**src/rtl/memory_ctrl.sv**
```systemverilog
// -----------------------------------------------------------------------------
// memory_ctrl
//   Serves the single memory request port coming out of the imem/dmem arbiter.
//   Each request is decoded to on-chip word SRAM (synchronous, 1-cycle read),
//   the machine timer register block, or unmapped space. Every access runs the
//   same fixed sequence IDLE -> [WAIT x WAIT_STATES] -> ACCESS -> RESP, so the
//   latency from accept to memory_ready is always 2 + WAIT_STATES cycles.
//
//   Handshake: the requester raises memory_valid and holds the request stable
//   until it sees memory_ready. The request is accepted on the rising edge that
//   ends an IDLE cycle with memory_valid=1. memory_ready is a one-cycle pulse in
//   RESP; memory_error and memory_rdata are meaningful only while it is high.
//   memory_valid is not looked at outside IDLE, so a request raised during RESP
//   is taken in the IDLE cycle that follows.
//
// Ports
//   clock, reset                  rising-edge clock, synchronous active-high reset
//   memory_valid/instr/addr/wdata/wstrb   request in (wstrb==0 means read)
//   memory_rdata/ready/error      response out
//   ram_en/we/addr/wdata, ram_rdata       SRAM macro interface
//   timer_irq                     registered mtime >= mtimecmp
//   dbg_state                     current FSM state (0 IDLE,1 WAIT,2 ACCESS,3 RESP)
// -----------------------------------------------------------------------------
module memory_ctrl #(
  parameter logic [31:0] RAM_BASE       = 32'h0000_0000,
  parameter int unsigned RAM_DEPTH_LOG2 = 14,
  parameter logic [31:0] TIMER_BASE     = 32'h0200_0000,
  parameter int unsigned WAIT_STATES    = 0
) (
  input  logic                      clock,
  input  logic                      reset,
  input  logic                      memory_valid,
  input  logic                      memory_instr,
  input  logic [31:0]               memory_addr,
  input  logic [31:0]               memory_wdata,
  input  logic [3:0]                memory_wstrb,
  output logic [31:0]               memory_rdata,
  output logic                      memory_ready,
  output logic                      memory_error,
  output logic                      ram_en,
  output logic [3:0]                ram_we,
  output logic [RAM_DEPTH_LOG2-1:0] ram_addr,
  output logic [31:0]               ram_wdata,
  input  logic [31:0]               ram_rdata,
  output logic                      timer_irq,
  output logic [1:0]                dbg_state
);

  typedef enum logic [1:0] {
    S_IDLE   = 2'd0,
    S_WAIT   = 2'd1,
    S_ACCESS = 2'd2,
    S_RESP   = 2'd3
  } state_e;

  typedef enum logic [1:0] {
    SEL_RAM   = 2'd0,
    SEL_TIMER = 2'd1,
    SEL_NONE  = 2'd2
  } sel_e;

  // Last WAIT cycle index; unused when WAIT_STATES==0 because WAIT is skipped.
  localparam logic [3:0] WAIT_LAST = (WAIT_STATES > 0) ? 4'(WAIT_STATES - 1) : 4'd0;

  // Byte-lane merge used for strobed timer register writes.
  function automatic logic [31:0] merge_bytes(input logic [31:0] old_v,
                                              input logic [31:0] new_v,
                                              input logic [3:0]  strb);
    logic [31:0] res;
    res = old_v;
    for (int b = 0; b < 4; b++) begin
      if (strb[b]) res[8*b +: 8] = new_v[8*b +: 8];
    end
    return res;
  endfunction

  state_e                    state_q, state_d;
  logic [3:0]                wait_cnt_q, wait_cnt_d;
  sel_e                      sel_q, sel_d;
  logic [RAM_DEPTH_LOG2-1:0] word_idx_q, word_idx_d;
  logic [31:0]               wdata_q, wdata_d;
  logic [3:0]                wstrb_q, wstrb_d;
  logic [31:0]               rdata_q, rdata_d;
  logic [63:0]               mtime_q, mtime_d;
  logic [63:0]               mtimecmp_q, mtimecmp_d;
  logic                      irq_q, irq_d;

  logic                      ram_hit;
  logic                      timer_hit;
  logic [1:0]                unused_addr_bits;

  // Byte offset bits never affect a word access.
  assign unused_addr_bits = memory_addr[1:0];

  assign ram_hit   = (memory_addr[31:RAM_DEPTH_LOG2+2] == RAM_BASE[31:RAM_DEPTH_LOG2+2]);
  // Fetching from timer space is treated as a fault, same as unmapped.
  assign timer_hit = (memory_addr[31:4] == TIMER_BASE[31:4]) && !memory_instr;

  // ---------------------------------------------------------------------------
  // Next-state logic
  // ---------------------------------------------------------------------------
  always_comb begin
    state_d    = state_q;
    wait_cnt_d = wait_cnt_q;
    sel_d      = sel_q;
    word_idx_d = word_idx_q;
    wdata_d    = wdata_q;
    wstrb_d    = wstrb_q;
    rdata_d    = rdata_q;
    mtimecmp_d = mtimecmp_q;
    // Free-running counter; a software write in the same cycle overrides it.
    mtime_d    = mtime_q + 64'd1;
    irq_d      = (mtime_q >= mtimecmp_q);

    case (state_q)
      S_IDLE: begin
        if (memory_valid) begin
          word_idx_d = memory_addr[RAM_DEPTH_LOG2+1:2];
          wdata_d    = memory_wdata;
          wstrb_d    = memory_wstrb;
          rdata_d    = '0;
          wait_cnt_d = '0;
          if (ram_hit)        sel_d = SEL_RAM;
          else if (timer_hit) sel_d = SEL_TIMER;
          else                sel_d = SEL_NONE;
          state_d = (WAIT_STATES > 0) ? S_WAIT : S_ACCESS;
        end
      end

      S_WAIT: begin
        if (wait_cnt_q == WAIT_LAST) begin
          wait_cnt_d = '0;
          state_d    = S_ACCESS;
        end else begin
          wait_cnt_d = wait_cnt_q + 4'd1;
        end
      end

      S_ACCESS: begin
        state_d = S_RESP;
        if (sel_q == SEL_TIMER) begin
          // word_idx_q[1:0] is addr[3:2], the register offset in the block.
          case (word_idx_q[1:0])
            2'd0:    rdata_d = mtime_q[31:0];
            2'd1:    rdata_d = mtime_q[63:32];
            2'd2:    rdata_d = mtimecmp_q[31:0];
            default: rdata_d = mtimecmp_q[63:32];
          endcase
          if (wstrb_q != 4'b0000) begin
            case (word_idx_q[1:0])
              2'd0:    mtime_d    = {mtime_q[63:32], merge_bytes(mtime_q[31:0], wdata_q, wstrb_q)};
              2'd1:    mtime_d    = {merge_bytes(mtime_q[63:32], wdata_q, wstrb_q), mtime_q[31:0]};
              2'd2:    mtimecmp_d = {mtimecmp_q[63:32], merge_bytes(mtimecmp_q[31:0], wdata_q, wstrb_q)};
              default: mtimecmp_d = {merge_bytes(mtimecmp_q[63:32], wdata_q, wstrb_q), mtimecmp_q[31:0]};
            endcase
          end
        end
      end

      default: begin
        // RESP: always return to IDLE; memory_valid is not sampled here.
        state_d = S_IDLE;
      end
    endcase
  end

  // ---------------------------------------------------------------------------
  // State registers. Reset wins over everything, including a pending timer
  // write in ACCESS, and drops any in-flight response.
  // ---------------------------------------------------------------------------
  always_ff @(posedge clock) begin
    if (reset) begin
      state_q    <= S_IDLE;
      wait_cnt_q <= '0;
      sel_q      <= SEL_NONE;
      word_idx_q <= '0;
      wdata_q    <= '0;
      wstrb_q    <= '0;
      rdata_q    <= '0;
      mtime_q    <= '0;
      mtimecmp_q <= 64'hFFFF_FFFF_FFFF_FFFF;
      irq_q      <= 1'b0;
    end else begin
      state_q    <= state_d;
      wait_cnt_q <= wait_cnt_d;
      sel_q      <= sel_d;
      word_idx_q <= word_idx_d;
      wdata_q    <= wdata_d;
      wstrb_q    <= wstrb_d;
      rdata_q    <= rdata_d;
      mtime_q    <= mtime_d;
      mtimecmp_q <= mtimecmp_d;
      irq_q      <= irq_d;
    end
  end

  // ---------------------------------------------------------------------------
  // SRAM interface. Gated by reset directly so a reset arriving in ACCESS
  // suppresses the write in that very cycle.
  // ---------------------------------------------------------------------------
  always_comb begin
    ram_en    = !reset && (state_q == S_ACCESS) && (sel_q == SEL_RAM);
    ram_we    = ram_en ? wstrb_q : 4'b0000;
    ram_addr  = word_idx_q;
    ram_wdata = wdata_q;
  end

  // ---------------------------------------------------------------------------
  // Response. SRAM read data arrives the cycle after ram_en, i.e. in RESP, so
  // it is steered straight through; timer data was captured in ACCESS.
  // ---------------------------------------------------------------------------
  always_comb begin
    memory_ready = (state_q == S_RESP);
    memory_error = memory_ready && (sel_q == SEL_NONE);
    memory_rdata = '0;
    if (memory_ready && (wstrb_q == 4'b0000)) begin
      if (sel_q == SEL_RAM)        memory_rdata = ram_rdata;
      else if (sel_q == SEL_TIMER) memory_rdata = rdata_q;
    end
  end

  assign timer_irq = irq_q;
  assign dbg_state = state_q;

endmodule
```
**config.mk**
```make
export PLATFORM = sky130hd
export DESIGN_NAME = memory_ctrl
export DESIGN_NICKNAME = d
export VERILOG_FILES = /design/src/rtl/memory_ctrl.sv
export SDC_FILE = /design/constraint.sdc
export NUM_CORES = 1
export LEC_CHECK = 0
export ABC_CLOCK_PERIOD_IN_PS = 4900
export BUFFER_PORTS_ARGS = -buffer_cell sky130_fd_sc_hd__clkbuf_2
export CORE_AREA = 10 10 195 270
export CTS_CLUSTER_DIAMETER = 50
export DETAILED_ROUTE_END_ITERATION = 16
export DIE_AREA = 0 0 205 280
export SLEW_MARGIN = 20
export SYNTH_ARGS = -nofsm -noshare
export SYNTH_HDL_FRONTEND = slang
export SYNTH_SLANG_ARGS = --single-unit
export TNS_END_PERCENT = 20
```
**constraint.sdc**
```tcl
create_clock -name clock -period 4.9 [get_ports clock]
set_clock_uncertainty 0.05 [all_clocks]
set_input_delay 0.735 -clock clock [delete_from_list [all_inputs] [get_ports clock]]
set_output_delay 0.735 -clock clock [all_outputs]
set_load 0.01 [all_outputs]
```
# --- Word-level counts from Yosys, hierarchy flattened ---
# Cells that the tools add are included.
word_totals:
  ff_bits: 219
  latch_bits: 0
  ram_bits: 0
  romBits: 0
  input_bits: 104
  elab_cells: 112
  mem_count: 0
op_classes:
  addsub: 2
  multipliers: 0
  n_div: 0
  n_lt_le_gt_ge: 1
  eq_ne: 21
  n_shift: 0
  n_mux: 25
  n_bitwise: 2
  n_reduce_logical: 37
ops:
  columns: ["cell", "n"]
  rows:
  - ["64-bit one-hot mux with 2 select lines", 2]
  - ["64-bit two-way mux", 3]
  - ["32-bit two-way mux", 5]
  - ["32-bit one-hot mux with 3 select lines", 1]
  - ["64-bit by 1-bit adder with 64-bit output, second input constant", 1]
  - ["64-bit >= comparator", 1]
  - ["32-bit one-hot mux with 2 select lines", 1]
  - ["6-bit AND reduction", 8]
  - ["5-bit != test, second input constant", 8]
  - ["8-bit two-way mux", 4]
  - ["28-bit by 22-bit == test with 1-bit output, second input constant", 1]
  - ["2-bit AND reduction", 11]
  - ["16-bit zero test", 1]
  - ["4-bit two-way mux", 3]
  - ["2-bit == test, second input constant", 4]
  - ["4-bit zero test", 2]
  - ["2-bit two-way mux", 4]
  - ["4-bit != test, second input constant", 2]
  - ["4-bit one-hot mux with 2 select lines", 1]
  - ["2-bit by 1-bit == test with 1-bit output, second input constant", 3]
  - ["2-bit zero test", 3]
  - ["2-bit != test, second input constant", 3]
  - ["2-bit one-hot mux with 3 select lines", 1]
  - ["1-bit logical AND", 5]
  - ["other kinds (7)", 10]

# --- Logic depth before layout (Yosys ltp) ---
logic_depth:
  depth_word: 5
  ltp_mapped: 10
  ltp_nobuf: 8

# --- Least setup slack after synthesis ---
# No wires, ideal clock.
synth_timing:
  path_kind: "input-to-output"
  from: "input reset"
  to: "output ram_we[0]"
  arrival_ns: 1.577
  t_required_ns: 4.115
  setup_slack_ns: 2.538
  path_stages: 2
  path_cell_list: "nor4_1 > and2_1"
synth_via:
  elab_chain_cells: 4
synth_rtl:
  columns: ["element", "line", "source"]
  rows:
  - ["start, declared", "31", "input logic reset,"]
  - ["1-bit zero test", "202", "ram_en = !reset && (state_q == S_ACCESS) && (sel_q == SEL_RAM);"]
  - ["1-bit logical AND (2 in a row)", "202", null]
  - ["4-bit two-way mux", "203", "ram_we = ram_en ? wstrb_q : 4'b0000;"]
  - ["end, declared", "41", "output logic [3:0] ram_we,"]
# Every way passes these cells.

# --- Worst setup path after layout ---
layout_timing:
  from: "register wstrb_q[3]"
  to: "output memory_rdata[18]"
layout_via:
  elab_chain_cells: 3
layout_rtl:
  columns: ["element", "line", "source"]
  rows:
  - ["start, declared", "82", "logic [3:0] wstrb_q, wstrb_d;"]
  - ["start signal, assigned", "189", "wstrb_q <= wstrb_d;"]
  - ["4-bit zero test", "216", "if (memory_ready && (wstrb_q == 4'b0000)) begin"]
  - ["1-bit logical AND", "216", null]
  - ["32-bit two-way mux", "216", null]
  - ["end, declared", "37", "output logic [31:0] memory_rdata,"]
# Every way passes these cells.

==> metrics.txt <==
ANT nets after route 0; max frequency 290 MHz; Worst setup EP type primary output; top cell type's share of synthesized area 35.9%; WP data arrival 2.66 ns; min cycle time layout around 3.4 ns; Hold Path Sink ram_wdata[9]; postcts setup bufs 0; CTS tree built; Non-Filler Instances approximately 2.3k; Worst-Margin Slew ~1 ns; critical path class flip-flop to primary output; wire per inst roughly 20 µm; # placed instances around 2.3k; Hold Buf Count CTS 0; Startpoint Class flip-flop; GP Congestion about 0.91; Crit-path slowest cell nor4_4; Die Area between 50,000 and 60,000 µm²; placement row count 95; Final period util a little over two thirds; share of layout cells above drive strength 1 a little under a fifth; vias in the first global route between 10k and 15k; CTS Buf Count 27; Iteration-0 DRC Markers 715; die height ~280 µm; Util after Layout a little under a third; Clock Latency Late Sink between 0.5 and 0.6 ns; R2R Path End mtime_q[51]; Max-Cap Viols 0; Mapped Cells roughly 1.5k; Net count, final roughly 1.8k; Clock Pin Slew Worst Setup and Hold Paths 0.06 ns; Area growth, synth to finish 20.4%; reg2reg setup slack between 1.5 and 2 ns; ys async rst share 0%; crit path max fanout 27; total gr overflow 0; DP Wirelength around 34 mm; via count approximately 12k; Required @ worst endpoint slightly above 4 ns; drt first pass iters 5; setup TNS 0 ns; P_leak between 5 and 6 nW; worst vdd ir ~0.00021 V; CP top delay family simple AND/OR/NAND/NOR gates; worst-case reg-to-reg path depth 7; HP Class primary input to flip-flop; Die W 205 µm; Synth warnings 0; RR Startpoint dbg_state[0]; clk root buf clkbuf_16; pwr/cell area between 200 and 300 nW/µm²; post-CTS resize count 0; core box area ~48,000 µm²; Vias/cell between 5 and 6; initial antenna violation count 2; H-tree Lvls 1; unrepaired setup endpoints after global routing no; Post-synth EDFFs 0; critical path cell sequence nor4_4, nand3b_1, buf_4, nor2_1, clkbuf_2; Hold Fails Final Rpt 0; Hold Startpoint memory_wdata[9]; WP buf/inv 2; mean post-synth cell area a little over 8 µm²; final setup violating endpoints 0; Synth Net Count between 1.5k and 2k; Yosys reg bits between 200 and 250; distinct cell type count after synthesis 67; Synth area leader dfxtp_1; Final Slew Violations 0; drt drc 0; CTS sink count between 200 and 250; status complete, no violations; Filler cells around 5.0k; drt total wl about 46 mm; Total GRT Usage between 15 and 20%; ranking of synthesized cells by area dfxtp_1, nand2_1, ha_1; Max stage delay on crit path roughly 0.55 ns; Port Buffers roughly 190; I/O pin total between 150 and 200; Primary FF master, synth dfxtp_1; first-pass GRT wire length 70.3 mm; max_slew headroom 31.5%; register area share after synthesis between 30 and 40%; worst hold path cell count 3; worst-case clock buffer depth 3; Starting Density 25.6%; Mapped Area 12,200 µm²; largest net degree at the start of global routing approximately 80
## report_power, final
part	total (mW)	switching [mW]	leakage (nW)	internal, mW
logic	0.310	0.188	3.75	0.122
clock network	2.08	0.862	0.458	1.22
registers	1.88	0.0695	1.78	1.81
## sequential cells by signal, indices dropped and copies added, names as in the netlist
name	flops
ram_addr	14
wstrb_q	4
ram_wdata	32
rdata_q	32
wait_cnt_q	4
mtimecmp_q	64
dbg_state	2
timer_irq	1
mtime_q	64
sel_q	2
## cell families after synthesis
logic type | share of synthesized area [%]
fa+ha+maj | 6.86
buf+inv | 5.18
xor+xnor | 0.430
flops | 35.9
compound gates | 18.6
simple gates | 23.4
mux | 9.58
## routing by layer
layer  part of all wire, %  GRT usage, %  vias up
li1                      -             -     5771
met1                    39          17.2     5681
met2                    51          28.2      389
met3                   4.6          1.94      113
met4                   5.7          8.67        0
met5                     0             0        -
## worst max path at each step
stage / cells past startpoint / to / start
finish: 5 / memory_rdata[18] / wstrb_q[3]
global route: 5 / memory_rdata[18] / wstrb_q[3]
CTS: 5 / memory_rdata[23] / wstrb_q[3]
detailed placement: 7 / mtime_q[51] / dbg_state[0]
global placement: 7 / mtime_q[51] / dbg_state[0]
floorplan: 2 / ram_we[0] / reset
## cells in the mapped netlist, types with 3 or more instances
| cell type | number |
|---|---|
| nand2_1 | 257 |
| dfxtp_1 | 219 |
| nor2_1 | 150 |
| a21oi_1 | 112 |
| inv_1 | 77 |
| o211ai_1 | 74 |
| ha_1 | 67 |
| clkbuf_1 | 66 |
| o21ai_0 | 50 |
| nand3_1 | 43 |
| nand4_1 | 38 |
| mux2i_1 | 37 |
| a22oi_1 | 36 |
| mux4_2 | 32 |
| nor3_1 | 31 |
| nor4_1 | 19 |
| a211oi_1 | 15 |
| a31oi_1 | 15 |
| and4_1 | 14 |
| and3_1 | 12 |
| and2_1 | 11 |
| buf_2 | 10 |
| or3_1 | 10 |
| buf_1 | 9 |
| a311oi_1 | 7 |
| mux2_2 | 7 |
| o31a_1 | 7 |
| a221oi_1 | 6 |
| nor3b_1 | 6 |
| a31o_2 | 4 |
| nand2b_1 | 4 |
| nor3_2 | 4 |
| xor2_1 | 4 |
| a2bb2oi_1 | 3 |
| a41oi_1 | 3 |
## worst min-delay path, cell delays in order
cell	delay (ns)
clkbuf_2	0.08
nand2_1	0.04
a21oi_1	0.05
## final cells by class
class	instances	area (µm²)	area share, %
clock buffers	33	758	5.16
flip-flops and latches	219	4390	29.8
inverters	77	289	1.97
well taps	630	788	5.36
diodes	1	2.50	0.0170
multi-input cells	1117	7220	49.1
clock inverters	14	155	1.06
repair buffers	210	1110	7.52
## placed cells by master (no fill, tap or decap), drive strengths merged, types with 36 or more instances in the layout
cell type	synthesis	routed
nand4	38	38
a22oi	36	36
ha	67	67
dfxtp	219	219
nor2	150	150
nand3	43	43
mux2i	37	37
o211ai	74	74
nand2	257	257
inv	77	83
a21oi	112	112
o21ai	50	50
clkbuf	67	221
## metrics by stage
stage          area, µm²  power [mW]  setup slack [ns]  hold slack [ns]
4_1_cts            14700        4.33              1.26            0.317
3_3_place_gp       13800        2.23              1.86            0.394
6_report           14700        4.27              1.45            0.343
5_1_grt            14700        4.41              1.23            0.343
2_1_floorplan      12200        2.07              2.54            0.402
3_5_place_dp       13800        2.24              1.81            0.398
(Power assumes the default switching activity.)
